File: src/rtl/valve_sequencer.sv
// Inlet valve sequencer: opens one inlet valve for a programmed fill time, with an
// all-closed dead time before opening and an optional settle with the trap outlet open.
module valve_sequencer #(
    parameter int N_CH       = 2,
    parameter int CNT_W      = 16,
    parameter int DEAD_CYC   = 2,
    parameter int SETTLE_CYC = 4,
    localparam int CH_W      = (N_CH > 1) ? $clog2(N_CH) : 1
) (
    input  logic              clk,
    input  logic              rst,
    input  logic              start,
    input  logic [CH_W-1:0]   ch_sel,
    input  logic [CNT_W-1:0]  fill_cyc,
    input  logic              abort,
    output logic [N_CH-1:0]   valve_cp,
    output logic              trap_cp,
    output logic              busy,
    output logic              done,
    output logic              err
);

    // state  | meaning
    // IDLE   | all valves closed, trap closed, waiting for start
    // DEAD   | all valves closed, trap closed, break-before-make gap
    // FILL   | selected valve open, trap open
    // SETTLE | all valves closed, trap open to let the node settle

    localparam int TC_W = (CNT_W > 8) ? CNT_W : 8;

    typedef enum logic [1:0] {IDLE, DEAD, FILL, SETTLE} state_t;

    state_t            state, state_nxt;
    logic [TC_W-1:0]   cnt, cnt_nxt;
    logic [CH_W-1:0]   ch_reg, ch_nxt;
    logic [CNT_W-1:0]  fill_reg, fill_nxt;
    logic              done_nxt, err_nxt;
    logic              req_ok;

    assign req_ok = (32'(ch_sel) < 32'(N_CH)) && (fill_cyc != '0);

    always_ff @(posedge clk or posedge rst) begin
        if (rst) begin
            state    <= IDLE;
            cnt      <= '0;
            ch_reg   <= '0;
            fill_reg <= '0;
            done     <= 1'b0;
            err      <= 1'b0;
        end else begin
            state    <= state_nxt;
            cnt      <= cnt_nxt;
            ch_reg   <= ch_nxt;
            fill_reg <= fill_nxt;
            done     <= done_nxt;
            err      <= err_nxt;
        end
    end

    // Phase counter is a down-counter loaded with (length - 1); expiry at zero.
    always_comb begin
        state_nxt = state;
        cnt_nxt   = cnt;
        ch_nxt    = ch_reg;
        fill_nxt  = fill_reg;
        done_nxt  = 1'b0;
        err_nxt   = err;
        case (state)
            IDLE: begin
                if (start && !abort) begin
                    ch_nxt   = ch_sel;
                    fill_nxt = fill_cyc;
                    if (req_ok) begin
                        state_nxt = DEAD;
                        cnt_nxt   = TC_W'(DEAD_CYC - 1);
                        err_nxt   = 1'b0;
                    end else begin
                        err_nxt  = 1'b1;
                        done_nxt = 1'b1;
                    end
                end
            end
            DEAD: begin
                if (cnt == '0) begin
                    state_nxt = FILL;
                    cnt_nxt   = TC_W'(fill_reg) - TC_W'(1);
                end else begin
                    cnt_nxt = cnt - TC_W'(1);
                end
            end
            FILL: begin
                if (cnt == '0) begin
                    if (SETTLE_CYC == 0) begin
                        state_nxt = IDLE;
                        done_nxt  = 1'b1;
                    end else begin
                        state_nxt = SETTLE;
                        cnt_nxt   = TC_W'((SETTLE_CYC > 0) ? SETTLE_CYC - 1 : 0);
                    end
                end else begin
                    cnt_nxt = cnt - TC_W'(1);
                end
            end
            SETTLE: begin
                if (cnt == '0) begin
                    state_nxt = IDLE;
                    done_nxt  = 1'b1;
                end else begin
                    cnt_nxt = cnt - TC_W'(1);
                end
            end
            default: state_nxt = IDLE;
        endcase

        // Abort wins over expiry; err keeps its last value.
        if (abort && state != IDLE) begin
            state_nxt = IDLE;
            cnt_nxt   = '0;
            done_nxt  = 1'b0;
        end
    end

    always_comb begin
        valve_cp = '1;
        if (state == FILL) valve_cp[ch_reg] = 1'b0;
        trap_cp = !(state == FILL || state == SETTLE);
        busy    = (state != IDLE);
    end

endmodule

File: config.mk
export PLATFORM = sky130hd
export DESIGN_NAME = valve_sequencer
export DESIGN_NICKNAME = d
export VERILOG_FILES = /design/src/rtl/valve_sequencer.sv
export SDC_FILE = /design/constraint.sdc
export NUM_CORES = 1
export LEC_CHECK = 0
export ABC_AREA = 1
export CORE_ASPECT_RATIO = 1.75
export CORE_UTILIZATION = 35
export CTS_CLUSTER_DIAMETER = 100
export DETAILED_ROUTE_END_ITERATION = 10
export PLACE_DENSITY = 0.59
export SYNTH_ARGS = -nofsm -noshare
export SYNTH_HDL_FRONTEND = slang
export SYNTH_SLANG_ARGS = --single-unit
File: constraint.sdc
create_clock -name clk -period 4.65 [get_ports clk]
set_input_delay 0.6975 -clock clk [delete_from_list [all_inputs] [get_ports clk]]
set_output_delay 0.6975 -clock clk [all_outputs]
set_load 0.05 [all_outputs]
==> run metrics, run 1 <==
share of the synthesized area in the top cell type 0.3522; part of the cycle the worst path needs 0.6123; grt ovf 0; CTS Root Cell clkbuf_16; Initial DRC Count 116; Mapped Area 0.002629 mm²; Placed Instances 511; Post-DP HPWL about 5400 µm; core footprint 0.007233 mm²; Rel. slew slack 0.3534; chip width 67.51 µm; vias in the first global route 2369; Starting Density 0.3634; GR met2 Demand/Resource 0.3736; hold path cells 2; clock latency at the later pin of the worst-skew pair 0.29 ns; largest family of logic cells by synthesized area simple AND/OR/NAND/NOR gates; Worst setup SP type register; postcts setup bufs 0; worst reg2reg path depth 11; Syn Area/Cell around 6.5 µm²; register bit total from synthesis 37; ys async rst share 1.000; initial antenna violation count 0; die height 116.6 µm; DR vias around 2500; Fmax 351.2 MHz; Slew Limit Fails 0; first-pass GRT wire length between 10000 and 15000 µm; ys flop type dfrtp_1; gr busiest metal met2; all-layer global routing usage 0.1928; Seq/Total Area, Yosys 0.3522; cell taking the most area after synthesis dfrtp_1; EDFF count, synth 0; Req. time, crit path about 4 ns; Final Hold Fails 0; Netlist cell types 28; Critical Path End Type output port; CTS tree yes; status finished, final reports clean; post-layout util 0.4383; leading post-synthesis cells by cell area dfrtp_1, nand2_1, nor2_1; Layout fillers 746; area grow syn2layout 20.61%; Post-Layout Cell Count 519; Routed Wire Length 6803 µm; Antenna Nets Post-Route 0; CTS sink count 37; DRC 0; # diodes 0; Place WS 2.074 ns; post-synthesis xor/xnor area fraction 0.05664; Fin Setup TNS 0 ns; CP Class reg2out; final worst slack 1.803 ns; # setup viols final 0; CP Data Arrival Time about 2.2 ns; CP max FO 6; die area 0.007875 mm²; DR pass1 iterations 4; Compound-Gate Fraction of Synth Area 0.06616; MaxCap Viol Count 0; worst-margin pin slew a little under 1 ns; IO Port Bufs 26; CTS clk-pin slew, worst paths around 0.050 ns; Synth Instances 402; Placer Congestion 0.8535; unrepaired setup endpoints after global routing false; Final Critical Period 2.847 ns; Final nets 459; WL/cell 13.11 µm; post-cts resize count 0; mux share of post-synthesis cell area 0; row count 41; Adder-Cell Fraction of Synth Area 0.02856; GR Util met1 0.1928; GR Util met3 0.03320; Simple-Gate Fraction of Synth Area 0.4188; Longest Clk Path Bufs 2; Syn. warnings 0; H-tree Lvls 2; share of layout cells above drive strength 1 0.06467; Net Count, Synth 429; Vias/cell 4.884; largest net degree at the start of global routing 31; hold_buf cts 0; CTS Buf Count 5; Clock Skew 0.005750 ns; # IOs 27; worst min-delay path class reg2reg
## Yosys cell counts (2+ instances only)
cell      instances
inv_1            38
nand3_1          31
nand2_4           2
xnor2_1           3
inv_2             7
clkbuf_1          2
a21oi_1           3
o21ai_0          23
nand4_1           5
nor2_1           55
nand2_1         157
ha_1              6
xor2_1           14
nor2_2            3
dfrtp_1          37
o21ai_1           4
## per-stage QoR
step | cell area (µm²) | hold WS [ns]
2_1_floorplan | 2629 | 0.4711
3_3_place_gp | 2980 | 0.4707
3_5_place_dp | 2980 | 0.4654
4_1_cts | 3171 | 0.4902
5_1_grt | 3171 | 0.5478
6_report | 3171 | 0.4873
## worst max-delay path: stages (launching register included)
cell             delay [ns]
dfrtp_1                0.40
inv_1                  0.08
ha_1                   0.29
nor2_1                 0.25
clkdlybuf4s50_1        0.85
## final timing paths
check / start / endpoint / slack (ns)
setup / recovery: state[0] / trap_cp / 1.80
hold / removal: err / err / 0.49
setup reg to reg: cnt[0] / cnt[5] / 2.50
hold reg to reg: err / err / 0.49
max in group asynchronous: rst / fill_reg[0] / 2.95
min in group asynchronous: rst / cnt[0] / 0.93
## placed cells by master, fill, tap and decap left out, types with 5 or more instances in the layout
| cell | count |
|---|---|
| ha_1 | 6 |
| dfrtp_1 | 37 |
| nand4_1 | 5 |
| clkdlybuf4s50_1 | 26 |
| xor2_1 | 14 |
| clkbuf_16 | 5 |
| inv_2 | 7 |
| inv_1 | 38 |
| nand2_1 | 157 |
| nor2_1 | 55 |
| o21ai_0 | 23 |
| nand3_1 | 31 |
## layer usage
layer  routed length [µm]  share of wire
met5                    0              0
met4                  150          0.022
met3                  196          0.029
met2                 3897           0.57
met1                 2559           0.38
## cell families after synthesis
logic type,count (synthesis)
buffers and inverters,51
XOR/XNOR,17
AND/OR/NAND/NOR,259
flip-flops,37
AO/OA/AOI/OAI,32
adder cells (fa/ha/maj),6
## layout make-up
class / count / area, µm² / share of cell area
clock buffers: 5 / 125.1 / 0.03946
clock inverters: 3 / 65.06 / 0.02052
inverters: 46 / 172.7 / 0.05446
multi-input cells: 314 / 1499 / 0.4728
flip-flops and latches: 37 / 925.9 / 0.2920
well taps: 86 / 107.6 / 0.03394
repair buffers: 28 / 275.3 / 0.08682
Power of run 1 is left out: the tool's default activity adds up to more than one toggle a clock period on the data nets, which glitch-free logic cannot reach.
==> run 2: changes to the inputs <==
--- a/config.mk
+++ b/config.mk
@@ -10,7 +10,7 @@
 export CORE_UTILIZATION = 35
 export CTS_CLUSTER_DIAMETER = 100
 export DETAILED_ROUTE_END_ITERATION = 10
-export PLACE_DENSITY = 0.59
+export PLACE_DENSITY = 0.61
 export SYNTH_ARGS = -nofsm -noshare
 export SYNTH_HDL_FRONTEND = slang
 export SYNTH_SLANG_ARGS = --single-unit
==> constraint.sdc (replaced) <==
create_clock -name clk -period 2.5 [get_ports clk]
set_input_delay 0.375 -clock clk [delete_from_list [all_inputs] [get_ports clk]]
set_output_delay 0.375 -clock clk [all_outputs]
set_load 0.05 [all_outputs]
==> run 2 against run 1 <==
Net effect: worst setup slack worse by 1.7 ns; via count shrank 0.12%; non-clock buffer count rose by 1.
==> run metrics, run 2 (same netlist as run 1, synthesis figures left out) <==
status finished, final reports clean (unchanged); Final Hold Fails 0 (unchanged); worst r2r dst cnt[4] (was cnt[5]); Initial DRC Count 106 (was 116); hold_sp err (unchanged); post-cts resize count 0 (unchanged); Final Critical Period 2.347 ns; IO Port Bufs 26 (unchanged); CTS clk-pin slew, worst paths 0.05 ns (about the same); CP max FO 5 (was 6); CTS sink count 37 (unchanged); CTS Buf Count 5 (unchanged); Hold Path End err (unchanged); Critical Path End Type output port (unchanged); # setup viols final 0 (unchanged); Critical path origin state[0] (unchanged); Rel. slew slack 0.6655 (was 0.3534); Routed Wire Length 6688 µm (was 6803 µm); all-layer global routing usage 0.2011 (was 0.1928); share of layout cells above drive strength 1 0.06682 (was 0.06467); chip width 67.51 µm (unchanged); first-pass GRT wire length 11700 µm (was 11140 µm); Longest Clk Path Bufs 2 (unchanged); # IOs 27 (unchanged); initial antenna violation count 0 (unchanged); Antenna Nets Post-Route 0 (unchanged); clock latency at the later pin of the worst-skew pair 0.29 ns (about the same); MaxCap Viol Count 0 (unchanged); postcts setup bufs 0 (unchanged); CP Data Arrival Time 1.97 ns (was 2.15 ns); GR met2 Demand/Resource 0.3762 (was 0.3736); H-tree Lvls 2 (unchanged); die area 0.007875 mm² (unchanged); Clock Skew 0.003017 ns (was 0.005750 ns); worst min-delay path class reg2reg (unchanged); R2R Path Start cnt[0] (unchanged); CTS Root Cell clkbuf_16 (unchanged); Worst R2R Setup Slack 0.46 ns (was 2.50 ns); GR Util met1 0.2155 (was 0.1928); commonest non-fill, non-tap cells in the layout nand2_1, nor2_1, inv_1 (unchanged); Fin Setup TNS 0 ns (unchanged); die height 116.6 µm (unchanged); row count 41 (unchanged); Final nets 460 (was 459); worst-margin pin slew 0.5002 ns (was 0.9689 ns); Placer Congestion 0.8339 (was 0.8535); worst reg2reg path depth 10 (was 11); Req. time, crit path 2.12 ns (was 3.95 ns); DRC 0 (unchanged); Place WS 0.3347 ns (was 2.074 ns); Starting Density 0.3634 (unchanged); CTS tree yes (unchanged); DR pass1 iterations 4 (unchanged); hold path cells 2 (unchanged); design area 0.003158 mm² (was 0.003171 mm²); largest net degree at the start of global routing 38 (was 31); WL/cell 12.86 µm (was 13.11 µm); Post-DP HPWL 5289 µm (was 5374 µm); core footprint 0.007233 mm² (unchanged); CP Class reg2out (unchanged); area grow syn2layout 20.13% (was 20.61%); gr busiest metal met2 (unchanged); hold_buf cts 0 (unchanged); Vias/cell 4.869 (was 4.884); vias in the first global route 2574 (was 2369); GR Util met3 0.02930 (was 0.03320); Worst setup SP type register (unchanged); unrepaired setup endpoints after global routing false (unchanged); placed cell area 0.002985 mm² (was 0.002980 mm²); part of the cycle the worst path needs 0.9388; # diodes 0 (unchanged); Fmax 426.1 MHz; grt ovf 0 (unchanged); Slew Limit Fails 0 (unchanged); final worst slack 0.1530 ns (was 1.803 ns); DR vias 2532 (was 2535); commonest non-fill, non-tap cell in the layout nand2_1 (unchanged)
-- run 2: cell types whose count changed in the layout (fill, tap and decap cells not counted) --
cell             before  now
buf_4                 2    4
bufinv_16             2    1
clkbuf_1              0    1
clkbuf_8              0    1
clkdlybuf4s50_1      26   25
clkinv_2              1    0
-- run 2: area by class of cell --
type	instances	area, µm²
multi-input cells	314	1499
clock buffers	7	142.6
clock inverters	1	30.03
inverters	46	172.7
flip-flops and latches	37	925.9
fillers	755	4075
repair buffers	29	280.3
well taps	86	107.6
-- run 2: critical path: stages (launching register included) --
cell and delay [ns]:
dfrtp_1 0.39, inv_1 0.08, ha_1 0.26, inv_1 0.13, clkdlybuf4s50_1 0.81
-- run 2: metal layers --
| layer | wire length (µm) | part of all wire | vias up |
|---|---|---|---|
| li1 | - | - | 1313 |
| met1 | 2553 | 0.38 | 1164 |
| met3 | 174 | 0.026 | 8 |
| met4 | 148 | 0.022 | 0 |
| met2 | 3812 | 0.57 | 47 |
| met5 | 0 | 0 | - |
-- run 2: worst max path at each step --
stage                   end  slack, ns  cells past startpoint
floorplan            cnt[7]       0.32                      8
global placement    cnt[13]       0.34                     10
detailed placement   cnt[4]       0.33                     10
CTS                    busy       0.15                      4
global route           busy       0.07                      4
finish                 busy       0.15                      4
-- run 2: stage by stage --
stage,cells,hold slack [ns],util
2_1_floorplan,402,0.4711,-
3_3_place_gp,512,0.4705,0.4127
3_5_place_dp,512,0.4671,0.4127
4_1_cts,520,0.4908,0.4366
5_1_grt,520,0.5134,0.4366
6_report,520,0.4909,0.4366
Power of run 2 is left out for the same reason.
==> run 3: changes to the inputs <==
--- a/config.mk
+++ b/config.mk
@@ -7,10 +7,10 @@
 export LEC_CHECK = 0
 export ABC_AREA = 1
 export CORE_ASPECT_RATIO = 1.75
-export CORE_UTILIZATION = 35
+export CORE_UTILIZATION = 52
 export CTS_CLUSTER_DIAMETER = 100
 export DETAILED_ROUTE_END_ITERATION = 10
-export PLACE_DENSITY = 0.61
+export PLACE_DENSITY = 0.82
 export SYNTH_ARGS = -nofsm -noshare
 export SYNTH_HDL_FRONTEND = slang
 export SYNTH_SLANG_ARGS = --single-unit
==> run 3 against run 2 <==
Net effect: non-clock buffer count is the same; clock skew grew 0.0045 ns; via count grew 1.0%; global-route usage grew 5.8 points; worst hold slack lost 0.0011 ns.
==> run metrics, run 3 (same netlist as run 1, synthesis figures left out) <==
commonest non-fill, non-tap cell in the layout nand2_1 (unchanged); worst-margin pin slew 0.5016 ns (was 0.5002 ns); Slew Limit Fails 0 (unchanged); Req. time, crit path 2.12 ns (about the same); met3 WL post-DR 174 µm (unchanged); hold_buf cts 0 (unchanged); first-pass GRT wire length 10780 µm (was 11700 µm); Longest Clk Path Bufs 2 (unchanged); CP Class reg2out (unchanged); MaxCap Viol Count 0 (unchanged); part of the cycle the worst path needs 0.9399 (was 0.9388); CP max FO 5 (unchanged); unrepaired setup endpoints after global routing false (unchanged); Post-Layout Cell Count 486 (was 520); status finished, final reports clean (unchanged); Post-DP HPWL 4940 µm (was 5289 µm); Place WS 0.3766 ns (was 0.3347 ns); CTS sink count 37 (unchanged); grt ovf 0 (unchanged); met2 wire length 3412 µm (was 3812 µm); Routed Wire Length 6224 µm (was 6688 µm); Vias/cell 5.263 (was 4.869); vias in the first global route 2554 (was 2574); Final nets 460 (unchanged); WL met1 2360 µm (was 2553 µm); Starting Density 0.5489 (was 0.3634); worst min-delay path class in2async (was reg2reg); DRC 0 (unchanged); DR pass1 iterations 4 (unchanged); # diodes 0 (unchanged); WL/cell 12.81 µm (was 12.86 µm); clock latency at the later pin of the worst-skew pair 0.30 ns (was 0.29 ns); Final Hold Fails 0 (unchanged); Rel. slew slack 0.6645 (was 0.6655); die height 96.06 µm (was 116.6 µm); Clock Skew 0.007557 ns (was 0.003017 ns); all-layer global routing usage 0.2588 (was 0.2011); initial antenna violation count 0 (unchanged); H-tree Lvls 2 (unchanged); # IOs 27 (unchanged); CTS Buf Count 5 (unchanged); Initial DRC Count 64 (was 106); core footprint 0.004790 mm² (was 0.007233 mm²); Placer Congestion 0.9181 (was 0.8339); Critical Path End Type output port (unchanged); # setup viols final 0 (unchanged); die area 0.005355 mm² (was 0.007875 mm²); row count 33 (was 41); final worst slack 0.1502 ns (was 0.1530 ns); IO Port Bufs 26 (unchanged); post-layout util 0.6324 (was 0.4366); share of layout cells above drive strength 1 0.06912 (was 0.06682); CTS Root Cell clkbuf_8 (was clkbuf_16); chip width 55.75 µm (was 67.51 µm); post-cts resize count 0 (unchanged); Worst setup SP type register (unchanged); Antenna Nets Post-Route 0 (unchanged); Placed Instances 478 (was 512); commonest non-fill, non-tap cells in the layout nand2_1, nor2_1, inv_1 (unchanged); area grow syn2layout 15.23% (was 20.13%); CTS clk-pin slew, worst paths 0.07 ns (was 0.05 ns); postcts setup bufs 0 (unchanged); Fmax 425.6 MHz (was 426.1 MHz); Final Critical Period 2.350 ns (was 2.347 ns); DR vias 2558 (was 2532); CP Data Arrival Time 1.97 ns (about the same); CTS tree yes (unchanged); Fin Setup TNS 0 ns (unchanged); largest net degree at the start of global routing 38 (unchanged); max layer used met4 (unchanged)
==> run 3: critical path: stages, from the launching register on <==
cell and delay, ns:
dfrtp_1 0.41, inv_1 0.08, ha_1 0.26, inv_1 0.12, clkdlybuf4s50_1 0.81
==> run 3: path summary, 6_finish.rpt <==
kind | from | to | slack (ns) | depth (start not counted)
worst max-delay path | state[0] | busy | 0.15 | 4
worst max register to register | cnt[0] | cnt[4] | 0.51 | 10
worst min-delay path | rst | done | 0.49 | 3
max in group asynchronous | rst | fill_reg[3] | 1.68 | 3
min in group clk | err | err | 0.51 | 2
worst min register to register | err | err | 0.51 | 2
==> run 3: through the flow <==
step	cell area, µm²	hold slack (ns)
6_report	3029	0.4897
5_1_grt	3029	0.5212
4_1_cts	3029	0.5037
3_5_place_dp	2943	0.4812
3_3_place_gp	2943	0.4703
2_1_floorplan	2629	0.4711
==> run 3: final cells by class <==
class,count,area [µm²]
fillers,442,1760
inverters,46,172.7
repair buffers,29,280.3
well taps,52,65.06
clock buffers,5,68.82
multi-input cells,314,1499
flip-flops and latches,37,925.9
clock inverters,3,17.52
==> run 3: layer usage <==
metal,vias to the layer above,global-route usage
met3,27,0.03495
li1,1314,-
met4,0,0.1583
met2,58,0.5050
met5,-,0
met1,1159,0.2545
Power of run 3 is left out for the same reason.
==> RTL edit: new RTL, settings of run 2 <==
Reset style: synchronous (`rst`), changed in one clocked block.
--- a/src/rtl/valve_sequencer.sv
+++ b/src/rtl/valve_sequencer.sv
@@ -39,7 +39,7 @@
 
     assign req_ok = (32'(ch_sel) < 32'(N_CH)) && (fill_cyc != '0);
 
-    always_ff @(posedge clk or posedge rst) begin
+    always_ff @(posedge clk) begin
         if (rst) begin
             state    <= IDLE;
             cnt      <= '0;
Check against the original RTL: differs if rst is asserted again (counterexample within 4 cycles, from zero or initial values and one cycle with rst high); with rst held inactive, the same outputs for 10 cycles.
==> RTL edit against run 2 <==
Sequential cell count unchanged. Cell area up 0.75%. Core utilization about the same. Maximum frequency up 0.29%. Setup slack better by 0.0067 ns. Sequential share of layout area down 6.0 points. Wire length up 10%. Synthesized area up 1.9%. Critical path type unchanged.
==> RTL edit: results <==
export IMPL_status="finished, final reports clean"
export IMPL_first_pass_iters=6
export IMPL_nNetsFinal=494
export IMPL_dp_hpwl_mm=5.998
export IMPL_htreeDepth=2
export IMPL_grt_pass1_vias=2871
export IMPL_arrival_ns=1.97
export IMPL_gp_congestion=0.8776
export IMPL_viasPerCell=5.007
export IMPL_synth_area_top_cells="dfxtp_1 (28%), nand2_1 (17%), nor2_1 (8.3%)"
export IMPL_grt_pass1_wl_mm=12.88
export IMPL_critPathBufInv=3
export IMPL_crit_path_max_fanout=6
export IMPL_drtIter0Drc=116
export IMPL_postSynth_asyncResetShare_pct=0
export IMPL_endpoint_kind="output port"
export IMPL_seq_area_frac_synth_pct=27.65
export IMPL_grt_start_max_net_pins=35
export IMPL_synth_common_cells="nand2_1 (123), nor2_1 (59), inv_1 (53)"
export IMPL_wirelength_mm=7.382
export IMPL_hold_class="reg -> reg"
export IMPL_grt_usage_pct=21.16
export IMPL_yosysUniqueCellTypes=34
export IMPL_finClkSkew_ns=0.006663
export IMPL_placed_area_um2=3039
export IMPL_synth_fp_nets=464
export IMPL_drive_gt1_share_pct=7.725
export IMPL_tightest_slew_ns=0.4918
[RTL edit: changes by cell type in the layout (fill, tap and decap cells not counted), moves of 5 or more]
cell	before	now
a21oi_1	3	36
a21oi_2	0	5
dfrtp_1	37	0
dfxtp_1	0	37
inv_1	38	53
inv_2	7	1
nand2_1	157	123
nand4_1	5	12
xor2_1	14	5
[RTL edit: per-layer routing]
metal / up-vias / share of wire (%) / GRT usage, %
met5: - / 0 / 0
met4: 0 / 6.3 / 14.19
met3: 29 / 3.6 / 3.779
met2: 73 / 55 / 37.68
met1: 1193 / 35 / 20.68
li1: 1469 / - / -
[RTL edit: final cells by class]
type / count / area [um2]
Timing Repair Buffer: 31 / 295.3
Multi-Input combinational cell: 336 / 1689
Inverter: 55 / 206.4
Tap cell: 86 / 107.6
Fill cell: 801 / 4103
Sequential cell: 37 / 740.7
Clock buffer: 7 / 142.6
[RTL edit: power by group]
group | switching (W) | internal (W) | total [W]
Combinational | 0.00173 | 0.000823 | 0.00255
Sequential | 0.0000910 | 0.000688 | 0.000779
Clock | 0.000245 | 0.000392 | 0.000637
[RTL edit: worst paths after layout]
kind,startpoint,to,slack (ns),depth (start not counted)
setup reg to reg,state[0],cnt[0],0.31,9
hold / removal,cnt[1],cnt[1],0.47,2
setup / recovery,state[0],busy,0.16,4
hold reg to reg,cnt[1],cnt[1],0.47,2
[RTL edit: worst register-to-register path: cells and delay by family, from the launching register on]
kind	cells	cell delay (ns)
DFF	1	0.38
AOI/OAI and AO/OA	1	0.19
adders and majority gates	1	0.29
buffers and inverters	1	0.08
and+or+nand+nor	6	1.14
[RTL edit: cells by family (layout without fill, tap and decap cells)]
logic type	count (synthesis)	in the layout	share of synthesized area, %
compound gates	74	74	15.23
xor+xnor	7	7	2.289
fa+ha+maj	7	7	3.269
buf+inv	63	93	9.294
flops	37	37	27.65
simple gates	248	248	42.27
[RTL edit: per-stage QoR]
step                      power (W)  instances  setup WS (ns)
final                      0.003965        552         0.1597
after floorplan            0.002702        436         0.1409
after CTS                  0.003977        552         0.1526
after global routing       0.004336        552        0.07990
after global placement     0.003319        545         0.2669
after detailed placement   0.003333        545         0.2356
